`config.mk`:
```
export PLATFORM = sky130hd
export DESIGN_NAME = lights_sequencer
export DESIGN_NICKNAME = d
export VERILOG_FILES = /design/src/rtl/lights_sequencer.sv
export SDC_FILE = /design/constraint.sdc
export NUM_CORES = 1
export LEC_CHECK = 0
export BUFFER_PORTS_ARGS = -buffer_cell sky130_fd_sc_hd__buf_2
export CAP_MARGIN = 20
export CORE_MARGIN = 4
export CORE_UTILIZATION = 32
export CTS_BUF_LIST = sky130_fd_sc_hd__clkbuf_16
export DETAILED_ROUTE_END_ITERATION = 7
export SYNTH_ARGS = -nofsm -noshare
export SYNTH_HDL_FRONTEND = slang
export SYNTH_SLANG_ARGS = --single-unit
```
`constraint.sdc`:
```
create_clock -name clk -period 1.8 [get_ports clk]
set_clock_uncertainty 0.1 [all_clocks]
set_input_delay 0.18 -clock clk [delete_from_list [all_inputs] [get_ports clk]]
set_output_delay 0.18 -clock clk [all_outputs]
set_load 0.02 [all_outputs]
```
`src/rtl/lights_sequencer.sv`:
```
// lights_sequencer
//   Running-lights pattern generator for the board LED bank. A free-running
//   divider supplies step ticks at one of four speeds. Each tick moves the
//   LED pattern one step in the selected mode: rotate right, rotate left,
//   ping-pong or fill.
//
// Ports
//   clk     system clock
//   arst_n  asynchronous reset, active-low
//   mode    00 rotate right, 01 rotate left, 10 ping-pong, 11 fill
//   speed   divider tap select, 0 = slowest, 3 = fastest
//   pause   1 holds the pattern; the divider keeps counting
//   dout    LED pattern, WIDTH bits
//   step    one-cycle strobe, high in the cycle dout shows a new value
//
// Build option
//   LIGHTS_SEQ_FILL_EN  when defined, mode 11 is the fill pattern. When it
//                       is undefined, mode 11 behaves exactly like rotate
//                       right (seed 1).
//
// Parameters
//   WIDTH  pattern width, 2..32
//   DIV_W  divider width, 4..32; the slowest tap is bit DIV_W-1

module lights_sequencer #(
  parameter int WIDTH = 8,
  parameter int DIV_W = 27
) (
  input  logic             clk,
  input  logic             arst_n,
  input  logic [1:0]       mode,
  input  logic [1:0]       speed,
  input  logic             pause,
  output logic [WIDTH-1:0] dout,
  output logic             step
);

  localparam int IDX_W = $clog2(DIV_W);

  typedef enum logic {
    DIR_UP   = 1'b0,
    DIR_DOWN = 1'b1
  } dir_e;

  logic [DIV_W-1:0] div_q;
  logic             tap_d_q;
  logic [1:0]       speed_q;
  logic [1:0]       mode_q, mode_d;
  dir_e             dir_q, dir_d;
  logic [WIDTH-1:0] dout_q, dout_d;
  logic             step_q;

  logic [IDX_W-1:0] tapIdx;
  logic             tapBit;
  logic             tick;
  logic             adv;
  logic [WIDTH-1:0] seed;
  logic [WIDTH-1:0] shiftLeft;
  logic [WIDTH-1:0] shiftRight;

  // Tap moves one bit towards the LSB per speed step, so speed 3 is fastest.
  assign tapIdx = IDX_W'(DIV_W - 1) - IDX_W'(speed);
  assign tapBit = div_q[tapIdx];

  // A tick is a rising edge on the selected tap. The cycle in which speed
  // changes is masked, because tap_d_q still holds the old tap's value and
  // would otherwise fake an edge.
  assign tick = tapBit & ~tap_d_q & (speed == speed_q);
  assign adv  = tick & ~pause;

  assign shiftLeft  = {dout_q[WIDTH-2:0], 1'b0};
  assign shiftRight = {1'b0, dout_q[WIDTH-1:1]};

`ifdef LIGHTS_SEQ_FILL_EN
  assign seed = (mode == 2'b11) ? '0 : WIDTH'(1);
`else
  assign seed = WIDTH'(1);
`endif

  // Divider, tap edge detector, speed sample and pattern state registers.
  always_ff @(posedge clk or negedge arst_n) begin
    if (!arst_n) begin
      div_q   <= '0;
      tap_d_q <= 1'b0;
      speed_q <= 2'b00;
      mode_q  <= 2'b00;
      dir_q   <= DIR_UP;
      dout_q  <= WIDTH'(1);
      step_q  <= 1'b0;
    end else begin
      div_q   <= div_q + 1'b1;
      tap_d_q <= tapBit;
      speed_q <= speed;
      mode_q  <= mode_d;
      dir_q   <= dir_d;
      dout_q  <= dout_d;
      step_q  <= adv;
    end
  end

  // Next pattern. A mode change is only picked up on an advance, and that
  // advance loads the new mode's seed instead of moving the pattern.
  always_comb begin
    dout_d = dout_q;
    dir_d  = dir_q;
    mode_d = mode_q;
    if (adv) begin
      mode_d = mode;
      if (mode != mode_q) begin
        dout_d = seed;
        dir_d  = DIR_UP;
      end else begin
        unique case (mode_q)
          2'b01: dout_d = {dout_q[WIDTH-2:0], dout_q[WIDTH-1]};
          2'b10: begin
            // No dwell at the ends: direction flips on the step that lands
            // on the end bit.
            if (dir_q == DIR_UP) begin
              dout_d = shiftLeft;
              if (shiftLeft[WIDTH-1]) dir_d = DIR_DOWN;
            end else begin
              dout_d = shiftRight;
              if (shiftRight[0]) dir_d = DIR_UP;
            end
          end
`ifdef LIGHTS_SEQ_FILL_EN
          2'b11: begin
            if (&dout_q) dout_d = '0;
            else         dout_d = {dout_q[WIDTH-2:0], 1'b1};
          end
`endif
          default: dout_d = {dout_q[0], dout_q[WIDTH-1:1]};
        endcase
      end
    end
  end

  assign dout = dout_q;
  assign step = step_q;

endmodule

```
==> results_dict.tcl, run 1 <==
set metrics [dict create \
    fin_cells 309 \
    reg2reg_from "div_q[21]" \
    grt_max_degree 29 \
    fin_crit_sh_pct 96.5 \
    cts_tree "yes" \
    fin_util_pct 42.1 \
    maxCapViolCount 0 \
    layout.area.seq_um2 1050 \
    die_h_um 89.6 \
    grt_first_pass_wirelength_um 6980 \
    worst-slew-pin-transition_ps 616 \
    max_freq_mhz 576 \
    cp-start-kind "flop" \
    hold_path_class "in -> reg" \
    finalWorstSetupSlack_ps 63.4 \
    firstDrtPassIters 5 \
    clock_latency_ps 280 \
    fin_hold_ws_ps 61.1 \
    die_x_um 89.6 \
    critical_path_class "reg -> reg" \
    cts_root_buf "clkbuf_16" \
    gp_congestion 0.827 \
    leakagePower_nw 1.23 \
    htreeDepth 2 \
    final_common_cell "dfrtp_1" \
    ys.flop_type "dfrtp_1" \
    syn_nets 199 \
    syn_to_final_growth_pct 26.9 \
    setup_violations 0 \
    reg2regPathDepth 4 \
    path_clk_slew_ps 60 \
    path_cells "mux4_2 > nand2b_4 > nand3_4 > mux2_2" \
    grt_overflow 0 \
    cp_slowest_cell "mux4_2" \
    layout_common_cells "41 x dfrtp_1, 22 x buf_4, 17 x xnor2_1, 15 x buf_2, 12 x xor2_1" \
    min_period_ps 1740 \
    hp-start "mode[1]" \
    worstSetupEndpointType "flop" \
    crit_fanout 6 \
    rows 29 \
    worstPathArrival_ps 1800 \
    grt_use_total_pct 11.0 \
    grt_antenna_before_repair 0 \
    syn_inst 188 \
    fill_cells 623 \
    holdPathStages 2 \
    initial_core_util_pct 33.2 \
    core-area_um2 6420 \
    power_mw 2.59 \
    die_area_um2 8020 \
    dp_slack_ps -39.1 \
    finalHoldViolCount 0 \
    wl_um 4210 \
    drv_slew 0 \
    io_pins 16 \
    placed_cells 297 \
    drt_drc_violations_left 0 \
    drt-wirelength-per-cell_um 13.6 \
    drtIter0Drc 31 \
    antenna_cells 0 \
    seq_area_frac_synth_pct 49.4 \
    cts_buffers 5 \
    critPathLaunch "div_q[21]" \
    cts.path.max_buffers 2 \
    synthArstFlopShare_pct 100 \
    ir_worst_vdd_mv 0.451 \
    critical-path-max-stage-delay_ps 460 \
    setup_tns_ps 0 \
    postSynthRegisterBits 42 \
    ys_warn_count 0 \
    drive_above_1_share_pct 29.7 \
    cts.sinks 42 \
    nets 242 \
    vias_per_cell 5.03 \
    multi_input_area_um2 1090 \
    postRouteAntennaNets 0 \
    io_buffers 15 \
    status "complete, no violations" \
    slew_headroom_pct 58.9 \
    synth_cell_type_count 42 \
    p_per_area_nw_per_um2 957 \
    num_vias 1554 \
    synth_enable_flop_cells 0 \
    hpwlAfterDp_um 2950 \
    syn_area_um2 2130 \
    grt_pass1_vias 1517 \
    dpl-instance-area_um2 2450 \
    required_ps 1860 \
    avgSynthCellArea_um2 11.3 \
    fin_area_um2 2700 \
]
-- worst paths after layout --
kind,endpoint,slack [ps]
max,dout[3],60
min,mode_q[1],60
max reg2reg,dout[3],60
min reg2reg,div_q[0],370
max in group asynchronous,div_q[3],680
min in group asynchronous,tap_d_q,350
-- layer usage --
| metal | share of wire [%] | GRT usage, % |
|---|---|---|
| met1 | 46 | 14.7 |
| met2 | 49 | 18.0 |
| met3 | 4.5 | 2.46 |
| met4 | 0.81 | 2.84 |
| met5 | 0 | 0 |
-- kinds of logic (layout without fill, tap and decap cells) --
family                     count (synthesis)  in the layout  share of synthesized area (%)
buffers and inverters                     13             56                           2.64
DFF                                       42             42                           49.4
xor gates and xnor gates                  29             29                           11.9
muxes                                     12             12                           6.82
and+or+nand+nor                           63             64                           19.3
AOI/OAI and AO/OA                         25             25                           7.52
adders and majority gates                  4              4                           2.35
-- synth_stat cells (all sizes together) (5+ instances only) --
cell / instances / area, um2
dfrtp: 41 / 1030
xnor2: 17 / 149
xor2: 12 / 105
nand3: 11 / 55.1
nand4: 11 / 90.1
mux2: 10 / 113
inv: 9 / 33.8
nand2: 9 / 33.8
a21oi: 7 / 35.0
and2: 5 / 31.3
nor2: 5 / 18.8
nor3: 5 / 35.0
o21ai: 5 / 25.0
-- flip-flops by register name, summed over array words and instances, names as in the netlist --
name	count
dout	8
speed_q	2
dir_q	1
mode_q	2
step	1
div_q	27
tap_d_q	1
-- timing repair --
action / 4_1_cts / 5_1_grt
setup endpoints to repair: 9 / 12
hold buffers: 2 / 0
gates resized for setup: 1 / 9
buffers inserted: 0 / 1
gates cloned: 0 / 1
endpoints found under the hold margin: 26 / 0
-- final cells by class --
cell class / count / area share [%]
Multi-Input combinational cell: 134 / 40.5
Sequential cell: 42 / 38.9
Timing Repair Buffer: 39 / 9.63
Clock buffer: 5 / 4.63
Tap cell: 77 / 3.56
Clock inverter: 3 / 1.53
Inverter: 9 / 1.25
-- power by group --
part	total, mW	internal (mW)	switching [mW]
sequential	1.05	0.996	0.0532
clock	0.992	0.648	0.343
combinational	0.547	0.245	0.302
-- critical path: cells and delay by family (launching register included) --
kind	cells	cell delay, ps
simple gates	2	330
flops	1	380
mux	2	810
(Power assumes the default switching activity.)
==> run 2, diff against run 1 <==
TNS_END_PERCENT = 100   (was unset)
clock period = 2.1 ns   (was 1.8 ns; I/O delays follow)
==> run 2 against run 1 <==
Net effect:
- utilization fell by 2.8 points
- largest cell class is now sequential cells
- largest power group unchanged
- sequential cell count did not move
- critical path depth rose by 1
- clock power fell by 16%
- power fell by 19%
==> results_dict.tcl, run 2 (synthesized netlist as in run 1, its figures left out) <==
set metrics [dict create \
    multi_input_area_um2 1020 \
    ir_worst_vdd_mv 0.282 \
    regMostFlops "div_q" \
    fin_area_um2 2520 \
    grt_pass1_vias 1499 \
    postRouteAntennaNets 0 \
    drt-wirelength-per-cell_um 12.9 \
    syn_to_final_growth_pct 18.4 \
    path_clk_slew_ps 60 \
    rows 29 \
    hpwlAfterDp_um 2690 \
    io_buffers 15 \
    fin_util_pct 39.3 \
    largest_register_ffs 27 \
    fin_crit_sh_pct 91.0 \
    drv_slew 0 \
    grt_overflow 0 \
    antenna_cells 0 \
    layout.area.seq_um2 1050 \
    hp-start "speed[0]" \
    worst-slew-pin-transition_ps 526 \
    die_area_um2 8020 \
    fin_cells 292 \
    slew_headroom_pct 65.0 \
    rsz0062_at_grt "no" \
    finalHoldViolCount 0 \
    num_vias 1454 \
    required_ps 2160 \
    cts_tree "yes" \
    gp_congestion 0.768 \
    layout_common_cells "41 x dfrtp_1, 17 x xnor2_1, 15 x buf_2, 12 x xor2_1, 11 x nand3_1" \
    clock_latency_ps 280 \
    cts.path.max_buffers 2 \
    wl_um 3760 \
    grt_first_pass_wirelength_um 6590 \
    maxCapViolCount 0 \
    placed_cells 283 \
    p_per_area_nw_per_um2 832 \
    grt_max_degree 43 \
    max_freq_mhz 523 \
    reg2reg_from "div_q[21]" \
    worstSetupEndpointType "flop" \
    vias_per_cell 4.98 \
    io_pins 16 \
    die_x_um 89.6 \
    cp-start-kind "flop" \
    core-area_um2 6420 \
    nets 226 \
    dpl-instance-area_um2 2340 \
    cts.sinks 42 \
    grt_antenna_before_repair 0 \
    crit_fanout 11 \
    firstDrtPassIters 4 \
    setup_tns_ps 0 \
    die_h_um 89.6 \
    cts_root_buf "clkbuf_16" \
    cts_buffers 5 \
    grt_use_total_pct 10.6 \
    drt_drc_violations_left 0 \
    ctsResizeCount 0 \
    initial_core_util_pct 33.2 \
    htreeDepth 2 \
    min_period_ps 1910 \
    hold_path_class "in -> reg" \
    power_mw 2.10 \
    drive_above_1_share_pct 22.3 \
    status "complete, no violations" \
    critPathLaunch "div_q[21]" \
    critical_path_class "reg -> reg" \
    drtIter0Drc 77 \
    fill_cells 640 \
    leakagePower_nw 1.15 \
    setup_violations 0 \
    worstPathArrival_ps 1970 \
    final_common_cell "dfrtp_1" \
]
-- run 2: cell types whose count changed in the layout (fill, tap and decap cells not counted), moves of 2 or more --
cell,previous run,this run
buf_4,22,6
o21ai_0,1,5
o21ai_1,4,0
nand3_1,9,11
nand3_4,2,0
-- run 2: final timing paths --
check	end	slack, ps	cells after the start
max	dout[7]	190	5
min in group asynchronous	speed_q[1]	420	3
min reg2reg	div_q[26]	380	1
max reg2reg	dout[7]	190	5
max in group asynchronous	dout[0]	1080	3
min	speed_q[0]	30	1
-- run 2: timing repair --
action                    4_1_cts  5_1_grt
buffers inserted                0        0
hold endpoints to repair       42        0
hold buffers                    2        0
-- run 2: layout make-up --
type,instances,area share [%]
sequential,42,41.7
multi-input combinational,133,40.5
timing repair buffer,24,6.35
clock buffer,5,4.96
tap,77,3.82
clock inverter,2,1.34
inverter,9,1.34
-- run 2: metal layers --
metal | track usage, % | vias up | share of wire (%)
met5 | 0 | - | 0
met4 | 4.47 | 0 | 1.7
met3 | 3.28 | 5 | 4.4
met2 | 16.7 | 28 | 45
met1 | 13.5 | 699 | 49
li1 | - | 722 | -
-- run 2: stage by stage --
step                      hold WS [ps]  worst slack [ps]
after detailed placement           215               183
after floorplan                   -186               267
after global routing              24.8              66.4
final                             26.2               189
after global placement             212               225
after CTS                         17.8               183
-- run 2: worst max-delay path, stage by stage, from the launching register on --
cell and delay (ps):
dfrtp_1 420, mux4_2 470, nand2b_1 190, nand3_1 140
buf_12 140, mux2_2 330
-- run 2: power by group --
group	switching [mW]	leakage (nW)	total, mW	internal [mW]
registers	0.0405	0.555	0.894	0.854
logic	0.226	0.516	0.375	0.149
clock network	0.280	0.0773	0.829	0.549
total	0.547	1.15	2.10	1.55
==> run 3, diff against run 2 <==
ABC_AREA = 1   (was unset)
==> run 3 against run 2 <==
Net effect:
- worst setup slack improved by 98 ps
- cell count increased by 43%
- register-to-register slack improved by 180 ps
- critical endpoint is now dout[5]
- largest cell class is now multi-input gates
- highest routed layer unchanged
==> results_dict.tcl, run 3 <==
set metrics [dict create \
    status "complete, no violations" \
    r2r_slack_ps 370 \
    drv_slew 0 \
    max_freq_mhz 552 \
    grt_antenna_before_repair 0 \
    critPathLaunch "speed[1]" \
    fin_area_um2 2750 \
    p_seq_share_pct 39.9 \
    synthArstFlopShare_pct 100 \
    ir_worst_vdd_mv 0.300 \
    syn_to_final_growth_pct 18.3 \
    grt_max_degree 21 \
    seq_area_frac_synth_pct 45.3 \
    internal_power_mw 1.61 \
    die_h_um 93.2 \
    regMostFlops "div_q" \
    synth_top_cell_by_area "dfrtp_1" \
    htreeDepth 2 \
    yosysMostFrequentCell "nand2_1" \
    synth_commonest_cells "107 x nand2_1, 41 x dfrtp_1, 31 x inv_1" \
    post_cts_buffers 0 \
    p_clk_share_pct 46.4 \
    crit_fanout 11 \
    io_pins 16 \
    syn_nets 308 \
    postRouteAntennaNets 0 \
    yosys-top-cells-area "dfrtp_1 44%, nand2_1 17%, xor2_1 7.2%" \
    combPwrFrac_pct 13.7 \
    gp_congestion 0.859 \
    grt_pass1_vias 2020 \
    dpl-instance-area_um2 2530 \
    hold_path_class "in -> reg" \
    required_ps 2170 \
    reg2reg_to "dout[5]" \
    worst-slew-pin-transition_ps 496 \
    grt_use_total_pct 12.5 \
    largest_register_ffs 27 \
    maxCapViolCount 0 \
    p_sw_share_pct 26.3 \
    cts.sinks 42 \
    avgSynthCellArea_um2 7.82 \
    worstPathArrival_ps 1890 \
    finalHoldViolCount 0 \
    rsz0062_at_grt "no" \
    nets 333 \
    num_vias 1951 \
    worstSetupEndpointType "flop" \
    antenna_cells 0 \
    syn_inst 297 \
    grt_overflow 0 \
    grt_first_pass_wirelength_um 8850 \
    synth_enable_flop_cells 0 \
    initial_core_util_pct 33.6 \
    die_area_um2 8690 \
    switchingPower_uw 576 \
    drt_drc_violations_left 0 \
    wl_um 4950 \
    cts_tree "yes" \
    drt-wirelength-per-cell_um 11.8 \
    hpwlAfterDp_um 3570 \
    fin_hold_ws_ps 6.19 \
    p_per_area_nw_per_um2 797 \
    ys.flop_type "dfrtp_1" \
    cts.path.max_buffers 2 \
    synth_cell_type_count 28 \
    die_x_um 93.2 \
    cts_root_buf "clkbuf_16" \
    slew_headroom_pct 66.9 \
    cts_buffers 5 \
    holdPathStages 1 \
    clock_latency_ps 290 \
    syn_area_um2 2320 \
    worst_hold_path.endpoint "speed_q[0]" \
    rows 30 \
    leakagePower_nw 1.37 \
    layout_common_cells "106 x nand2_1, 41 x dfrtp_1, 31 x inv_1, 24 x nand3_1, 19 x xor2_1" \
    drive_above_1_share_pct 14.9 \
    path_clk_slew_ps 70 \
    hp-start "speed[0]" \
    vias_per_cell 4.66 \
    setup_violations 0 \
    reg2regPathDepth 8 \
    io_buffers 15 \
    fin_crit_sh_pct 86.3 \
    fill_cells 715 \
    synth_top_area_share_pct 44.2 \
    setup_tns_ps 0 \
    min_period_ps 1810 \
    postSynthRegisterBits 42 \
    cp-start-kind "input port" \
    core-area_um2 6910 \
    reg2reg_from "mode_q[0]" \
    final_common_cell "nand2_1" \
    drtIter0Drc 95 \
    critical_path_class "in -> reg" \
    firstDrtPassIters 4 \
    ys_warn_count 0 \
]
==> run 3: cell types whose count changed in the layout (fill, tap and decap cells not counted), sizes merged, moves of 5 or more <==
| cell | delta |
|---|---|
| a21oi | -7 |
| and2 | -5 |
| inv | +24 |
| mux2 | -10 |
| nand2 | +102 |
| nand3 | +15 |
| nor2 | +21 |
| xnor2 | -14 |
| xor2 | +7 |
==> run 3: area by class of cell <==
cell class / count / area, um2 / share of cell area, %
Multi-Input combinational cell: 217 / 1120 / 40.9
Sequential cell: 42 / 1050 / 38.3
Inverter: 35 / 133 / 4.83
Clock buffer: 5 / 125 / 4.55
Timing Repair Buffer: 21 / 125 / 4.55
Tap cell: 96 / 120 / 4.37
Clock inverter: 3 / 68.8 / 2.50
==> run 3: per-layer routing <==
layer	part of all wire (%)	wire length [um]	GRT usage (%)	vias up
li1	-	-	-	982
met1	47	2350	16.3	925
met2	47	2320	20.3	36
met3	3.9	192	2.57	8
met4	1.8	87	4.88	0
met5	0	0	0	-
==> run 3: cell families after synthesis <==
family,Yosys count,share of synthesized area (%)
adder cells (fa/ha/maj),4,2.15
AND/OR/NAND/NOR,185,36.2
AO/OA/AOI/OAI,6,1.56
XOR/XNOR,22,8.29
buffers and inverters,38,6.46
flip-flops,42,45.3
==> run 3: metrics by stage <==
step | power, mW | setup slack, ps | utilization (%) | instances
2_1_floorplan | 1.09 | 596 | - | 297
3_3_place_gp | 1.17 | 363 | 36.6 | 409
3_5_place_dp | 1.18 | 350 | 36.6 | 409
4_1_cts | 2.20 | 151 | 39.7 | 419
5_1_grt | 2.29 | 129 | 39.8 | 419
6_report | 2.19 | 287 | 39.8 | 419
==> run 3: worst max-delay path by stage <==
| stage | end | cells past startpoint |
|---|---|---|
| after detailed placement | mode_q[0] | 10 |
| after global routing | dout[2] | 11 |
| after floorplan | dout[5] | 8 |
| after CTS | mode_q[0] | 11 |
| final | dout[5] | 11 |
| after global placement | dout[5] | 10 |
==> run 3: timing repair <==
action                                  4_1_cts  5_1_grt
endpoints found under the setup margin        0        3
hold buffers                                  2        0
gates resized for setup                       0        1
hold endpoints to repair                     19        0
==> run 3: power groups by stage <==
stage                     registers (mW)  clock network (mW)  logic, mW
after floorplan                    0.893                   0      0.193
after global placement             0.885                   0      0.287
after CTS                          0.872                1.03      0.301
after detailed placement           0.886                   0      0.295
after global routing               0.875                1.07      0.346
final                              0.873                1.02      0.301
==> run 3: worst max-delay path: stages <==
cell and delay [ps]:
dlygate4sd3_1 530, buf_2 140, ha_1 320, inv_1 100, nand3_1 70, nand2_1 70
nand2_1 50, nand2_2 80, nand2_2 160, nand2_1 100, nand2_1 50
